<file path="config.mk">
export PLATFORM = sky130hd
export DESIGN_NAME = mem_arbiter
export DESIGN_NICKNAME = d
export VERILOG_FILES = /design/src/rtl/mem_arb_pkg.sv /design/src/rtl/arb_starve_cnt.sv /design/src/rtl/mem_arbiter.sv
export SDC_FILE = /design/constraint.sdc
export NUM_CORES = 1
export LEC_CHECK = 0
export CORE_MARGIN = 4
export CORE_UTILIZATION = 37
export CTS_CLUSTER_DIAMETER = 30
export DETAILED_ROUTE_END_ITERATION = 8
export PLACE_DENSITY_LB_ADDON = 0.3
export SLEW_MARGIN = 20
export SYNTH_ARGS = -nofsm -noshare
export SYNTH_HDL_FRONTEND = slang
export SYNTH_SLANG_ARGS = --single-unit
</file>
<file path="constraint.sdc">
create_clock -name clock -period 1.5 [get_ports clock]
set_clock_uncertainty 0.1 [all_clocks]
set_input_delay 0.3 -clock clock [delete_from_list [all_inputs] [get_ports clock]]
set_output_delay 0.3 -clock clock [all_outputs]
set_load 0.1 [all_outputs]
</file>
<file path="src/rtl/mem_arb_pkg.sv">
// Shared types for the unified-memory arbiter: FSM states, grant encoding and
// the starvation counter width helper.
package mem_arb_pkg;

  typedef enum logic [1:0] {
    ARB_IDLE = 2'd0,
    ARB_BUSY = 2'd1,
    ARB_RESP = 2'd2
  } arb_state_e;

  typedef enum logic {
    GNT_IF = 1'b0,
    GNT_DM = 1'b1
  } arb_gnt_e;

  // Bits needed to hold 0..starve_max inclusive.
  function automatic int starve_cnt_w(input int starve_max);
    return (starve_max < 1) ? 1 : $clog2(starve_max + 1);
  endfunction

endpackage

</file>
<file path="src/rtl/arb_starve_cnt.sv">
// Saturating count of consecutive data grants taken while a fetch was waiting.
// Clear has priority over increment.
module arb_starve_cnt
  import mem_arb_pkg::*;
#(
  parameter int MAX = 4,
  parameter int W   = starve_cnt_w(MAX)
) (
  input  logic clock,
  input  logic reset_n,
  input  logic inc,
  input  logic clr,
  output logic sat
);

  localparam logic [W-1:0] MAX_V = W'(MAX);

  logic [W-1:0] cnt;

  always_ff @(posedge clock or negedge reset_n) begin
    if (!reset_n) begin
      cnt <= '0;
    end else if (clr) begin
      cnt <= '0;
    end else if (inc && !sat) begin
      cnt <= cnt + 1'b1;
    end
  end

  assign sat = (cnt == MAX_V);

endmodule

</file>
<file path="src/rtl/mem_arbiter.sv">
// Shares one req/ack memory between instruction fetch and data ports.
// Data wins by default; a starvation counter forces a fetch grant eventually.
module mem_arbiter
  import mem_arb_pkg::*;
#(
  parameter int ADDR_W     = 32,
  parameter int DATA_W     = 32,
  parameter int STARVE_MAX = 4
) (
  input  logic              clock,
  input  logic              reset_n,
  input  logic              if_req,
  input  logic [ADDR_W-1:0] if_addr,
  output logic [DATA_W-1:0] if_rdata,
  output logic              if_ready,
  input  logic              dm_read,
  input  logic              dm_write,
  input  logic [ADDR_W-1:0] dm_addr,
  input  logic [DATA_W-1:0] dm_wdata,
  output logic [DATA_W-1:0] dm_rdata,
  output logic              dm_ready,
  output logic              mem_req,
  output logic              mem_we,
  output logic [ADDR_W-1:0] mem_addr,
  output logic [DATA_W-1:0] mem_wdata,
  input  logic [DATA_W-1:0] mem_rdata,
  input  logic              mem_ack,
  output logic              err,
  output arb_state_e        dbg_state
);

  // Handshake: a requester raises if_req or dm_read/dm_write and holds it,
  // with stable address/data, until its one-cycle ready pulse; the arbiter
  // samples requests only in IDLE, so the request and ready cycle never overlap
  // with a new grant for the same access.

  arb_state_e            state_q, state_d;
  arb_gnt_e              gnt_q;
  logic                  we_q;
  logic [ADDR_W-1:0]     addr_q;
  logic [DATA_W-1:0]     wdata_q;
  logic                  dm_pend, pick_if, grant;
  logic                  sat, cnt_inc, cnt_clr;

  assign dm_pend = dm_read | dm_write;
  assign pick_if = if_req && (!dm_pend || sat);

  always_comb begin
    state_d = state_q;
    grant   = 1'b0;
    cnt_inc = 1'b0;
    cnt_clr = 1'b0;
    unique case (state_q)
      ARB_IDLE: begin
        if (dm_pend || if_req) begin
          grant   = 1'b1;
          state_d = ARB_BUSY;
          cnt_inc = !pick_if && if_req;
          cnt_clr = pick_if || !if_req;
        end
      end
      ARB_BUSY: if (mem_ack) state_d = ARB_RESP;
      ARB_RESP: state_d = ARB_IDLE;
      default:  state_d = ARB_IDLE;
    endcase
  end

  always_ff @(posedge clock or negedge reset_n) begin
    if (!reset_n) state_q <= ARB_IDLE;
    else          state_q <= state_d;
  end

  // Issue registers: the memory side never sees the requesters directly.
  always_ff @(posedge clock or negedge reset_n) begin
    if (!reset_n) begin
      gnt_q   <= GNT_IF;
      we_q    <= 1'b0;
      addr_q  <= '0;
      wdata_q <= '0;
      err     <= 1'b0;
    end else if (grant) begin
      gnt_q   <= pick_if ? GNT_IF : GNT_DM;
      we_q    <= !pick_if && dm_write;
      addr_q  <= pick_if ? if_addr : dm_addr;
      wdata_q <= pick_if ? '0 : dm_wdata;
      if (dm_read && dm_write) err <= 1'b1;
    end
  end

  always_ff @(posedge clock or negedge reset_n) begin
    if (!reset_n) begin
      if_rdata <= '0;
      dm_rdata <= '0;
    end else if (state_q == ARB_BUSY && mem_ack) begin
      if (gnt_q == GNT_IF) if_rdata <= mem_rdata;
      else if (!we_q)      dm_rdata <= mem_rdata;
    end
  end

  arb_starve_cnt #(.MAX(STARVE_MAX)) u_starve (
    .clock   (clock),
    .reset_n (reset_n),
    .inc     (cnt_inc),
    .clr     (cnt_clr),
    .sat     (sat)
  );

  assign mem_req   = (state_q == ARB_BUSY);
  assign mem_we    = mem_req && we_q;
  assign mem_addr  = addr_q;
  assign mem_wdata = wdata_q;
  assign if_ready  = (state_q == ARB_RESP) && (gnt_q == GNT_IF);
  assign dm_ready  = (state_q == ARB_RESP) && (gnt_q == GNT_DM);
  assign dbg_state = state_q;

endmodule

</file>
==> run summary <==
status -> complete, but fails checks
violated checks -> negative setup slack
Post-synth EDFFs -> 0
Vias -> 5157
Worst setup SP type -> register
fill count -> 745
Finished Cell Area -> 11900 sq um
final hold vios -> 0
Tmin final -> 1930 ps
GRT overflow -> 0
gpl congestion -> 0.914
most frequent cell after synthesis -> dfrtp_1
DPL Wire Length -> 14000 um
Rows -> 44
Worst Tran Pin Value -> 405 ps
final setup violation count -> 141
max-slew violation count -> 0
Post-synth ARST share -> 1.00
clock buffer count from CTS -> 17
WP data arrival -> 1530 ps
distinct cell type count after synthesis -> 29
CP Data Required Time -> 1100 ps
clock latency on the worst-skew pair -> 410 ps
Syn Nets -> 565
Max FO, Critical Path -> 3
post-layout net count -> 891
htree depth -> 4
antenna violations before repair -> 0
top cell type's share of synthesized area -> 0.614
placed cell count -> 880
crit-path cells -> buf_6 > nand2b_4 > clkinvlp_4 > and2_4 > buf_12
GR peak layer -> met2
layout cell share with drive strength beyond 1 -> 0.446
fmax -> 0.517 GHz
CTS tree -> yes
syn_area_per_cell -> 12.9 sq um
Synth Cell Area -> 5540 sq um
Commonest cells post-synth -> dfrtp_1, mux2_2, a22o_1
HP Class -> input port to asynchronous set/reset pin
final worst setup slack -> -433 ps
Ys Warns -> 0
fin crit share -> 1.29
starting density of the core -> 0.380
largest net degree at the start of global routing -> 41
clock root cell -> clkbuf_16
WS Path Type -> register to output port
non-filler cells, final -> 950
Slew Limit Headroom -> 0.727
register area share after synthesis -> 0.614
biggest area consumer among synthesized cells -> dfrtp_1
die area -> 17000 sq um
Clock Path Buffers -> 2
area of the multi-input gates -> 2380 sq um
Area contributors post-synth -> dfrtp_1, mux2_2, a22o_1
total core area -> 14600 sq um
DR pass1 iterations -> 4
Port Buffers -> 268
Area Growth Syn to Fin -> 114%
vias in the first global route -> 5712
routed len/inst -> 24.0 um
GRT Total Usage -> 0.267
cells after synthesis -> 429
max_cap viols -> 0
width of the die -> 130 um
clock-pin slew on the worst setup and hold paths -> 60 ps
Ports -> 269
M2 GR Usage -> 0.473
Placement Cell Area -> 10300 sq um
Sink Count -> 136
Primary FF master, synth -> dfrtp_1
sequential cell area -> 3410 sq um
Largest stage delay, worst path -> 480 ps
met1 Usage GRT -> 0.316
Slowest-stage cell, CP -> dfrtp_4
CP Capture Type -> output port
DRT iter0 DRCs -> 251
GR Util met3 -> 0.0716
number of nets with antenna violations after routing -> 0
# diodes -> 0
die height -> 130 um
DR vias/cell -> 5.43
# DRC -> 0
RSZ-0062 raised after global routing -> true
Synth Register Bits -> 136
first-pass GRT wire length -> 34000 um
Routed WL -> 22800 um
-- worst max-delay path: cells and delay by family (launching register included) --
family                 cells  cell delay (ps)
flip-flops                 1              480
buffers and inverters      3              360
AND/OR/NAND/NOR            2              280
-- layout make-up --
cell class                 count  area share
clock buffer                  23      0.0403
inverter                       5     0.00190
timing repair buffer         345       0.438
sequential                   136       0.288
tap                          184      0.0194
clock inverter                 7      0.0119
multi-input combinational    250       0.201
-- worst paths after layout --
path | startpoint | endpoint | slack, ps | cells past startpoint
min in group clock | dm_addr[18] | mem_addr[18] | 370 | 3
min reg2reg | err | err | 460 | 1
max | dbg_state[1] | mem_we | -430 | 5
max in group asynchronous | reset_n | mem_wdata[4] | 490 | 3
max reg2reg | dbg_state[1] | dm_rdata[27] | -430 | 6
min | reset_n | dm_rdata[5] | 290 | 2
-- per-layer routing --
| metal | routed length, um | share of wire |
|---|---|---|
| met1 | 8450 | 0.37 |
| met2 | 12000 | 0.53 |
| met3 | 1810 | 0.079 |
| met4 | 506 | 0.022 |
| met5 | 0 | 0 |
-- kinds of logic (layout without fill, tap and decap cells) --
| logic type | Yosys count | after routing | synth area share |
|---|---|---|---|
| AO/OA/AOI/OAI | 138 | 138 | 0.160 |
| flip-flops | 136 | 136 | 0.614 |
| adder cells (fa/ha/maj) | 2 | 2 | 0.00452 |
| buffers and inverters | 43 | 380 | 0.0447 |
| AND/OR/NAND/NOR | 45 | 45 | 0.0447 |
| multiplexers | 65 | 65 | 0.132 |
-- placed cells by master, fill, tap and decap left out, drive strengths merged, types with 2 or more instances in the layout --
cell           instances
nor3b                  2
dfrtp                136
o21ai                 33
buf                  210
clkdlybuf4s50        132
a31oi                 32
inv                    5
nand3                 32
a21oi                 32
clkinvlp               2
ha                     2
nor2                   2
bufinv                 4
a22o                  35
and2                   2
mux2                  65
clkbuf                25
-- sequential cells by signal, indices dropped and copies added, names as in the netlist --
| register | cells |
|---|---|
| dm_rdata | 32 |
| gnt_q | 1 |
| mem_wdata | 32 |
| dbg_state | 2 |
| u_starve.cnt | 3 |
| we_q | 1 |
| if_rdata | 32 |
| mem_addr | 32 |
| err | 1 |
-- repair_timing --
item,in CTS,in global routing
hold buffers,1,0
gates resized for setup,56,29
endpoints found under the hold margin,32,0
endpoints found under the setup margin,140,142
gates cloned,18,2
setup buffers,24,4
pin swaps,8,5
-- through the flow --
| stage | TNS [ps] | hold WS (ps) | worst slack (ps) | util |
|---|---|---|---|---|
| 2_1_floorplan | -40490 | -95.6 | -549 | - |
| 3_3_place_gp | -75580 | 141 | -632 | 0.705 |
| 3_5_place_dp | -78460 | 144 | -685 | 0.705 |
| 4_1_cts | -46580 | 283 | -436 | 0.809 |
| 5_1_grt | -53250 | 314 | -473 | 0.813 |
| 6_report | -46850 | 291 | -433 | 0.813 |
Power is not shown: default switching activity piles up to over one toggle a cycle in this logic, so the estimate is an artifact.
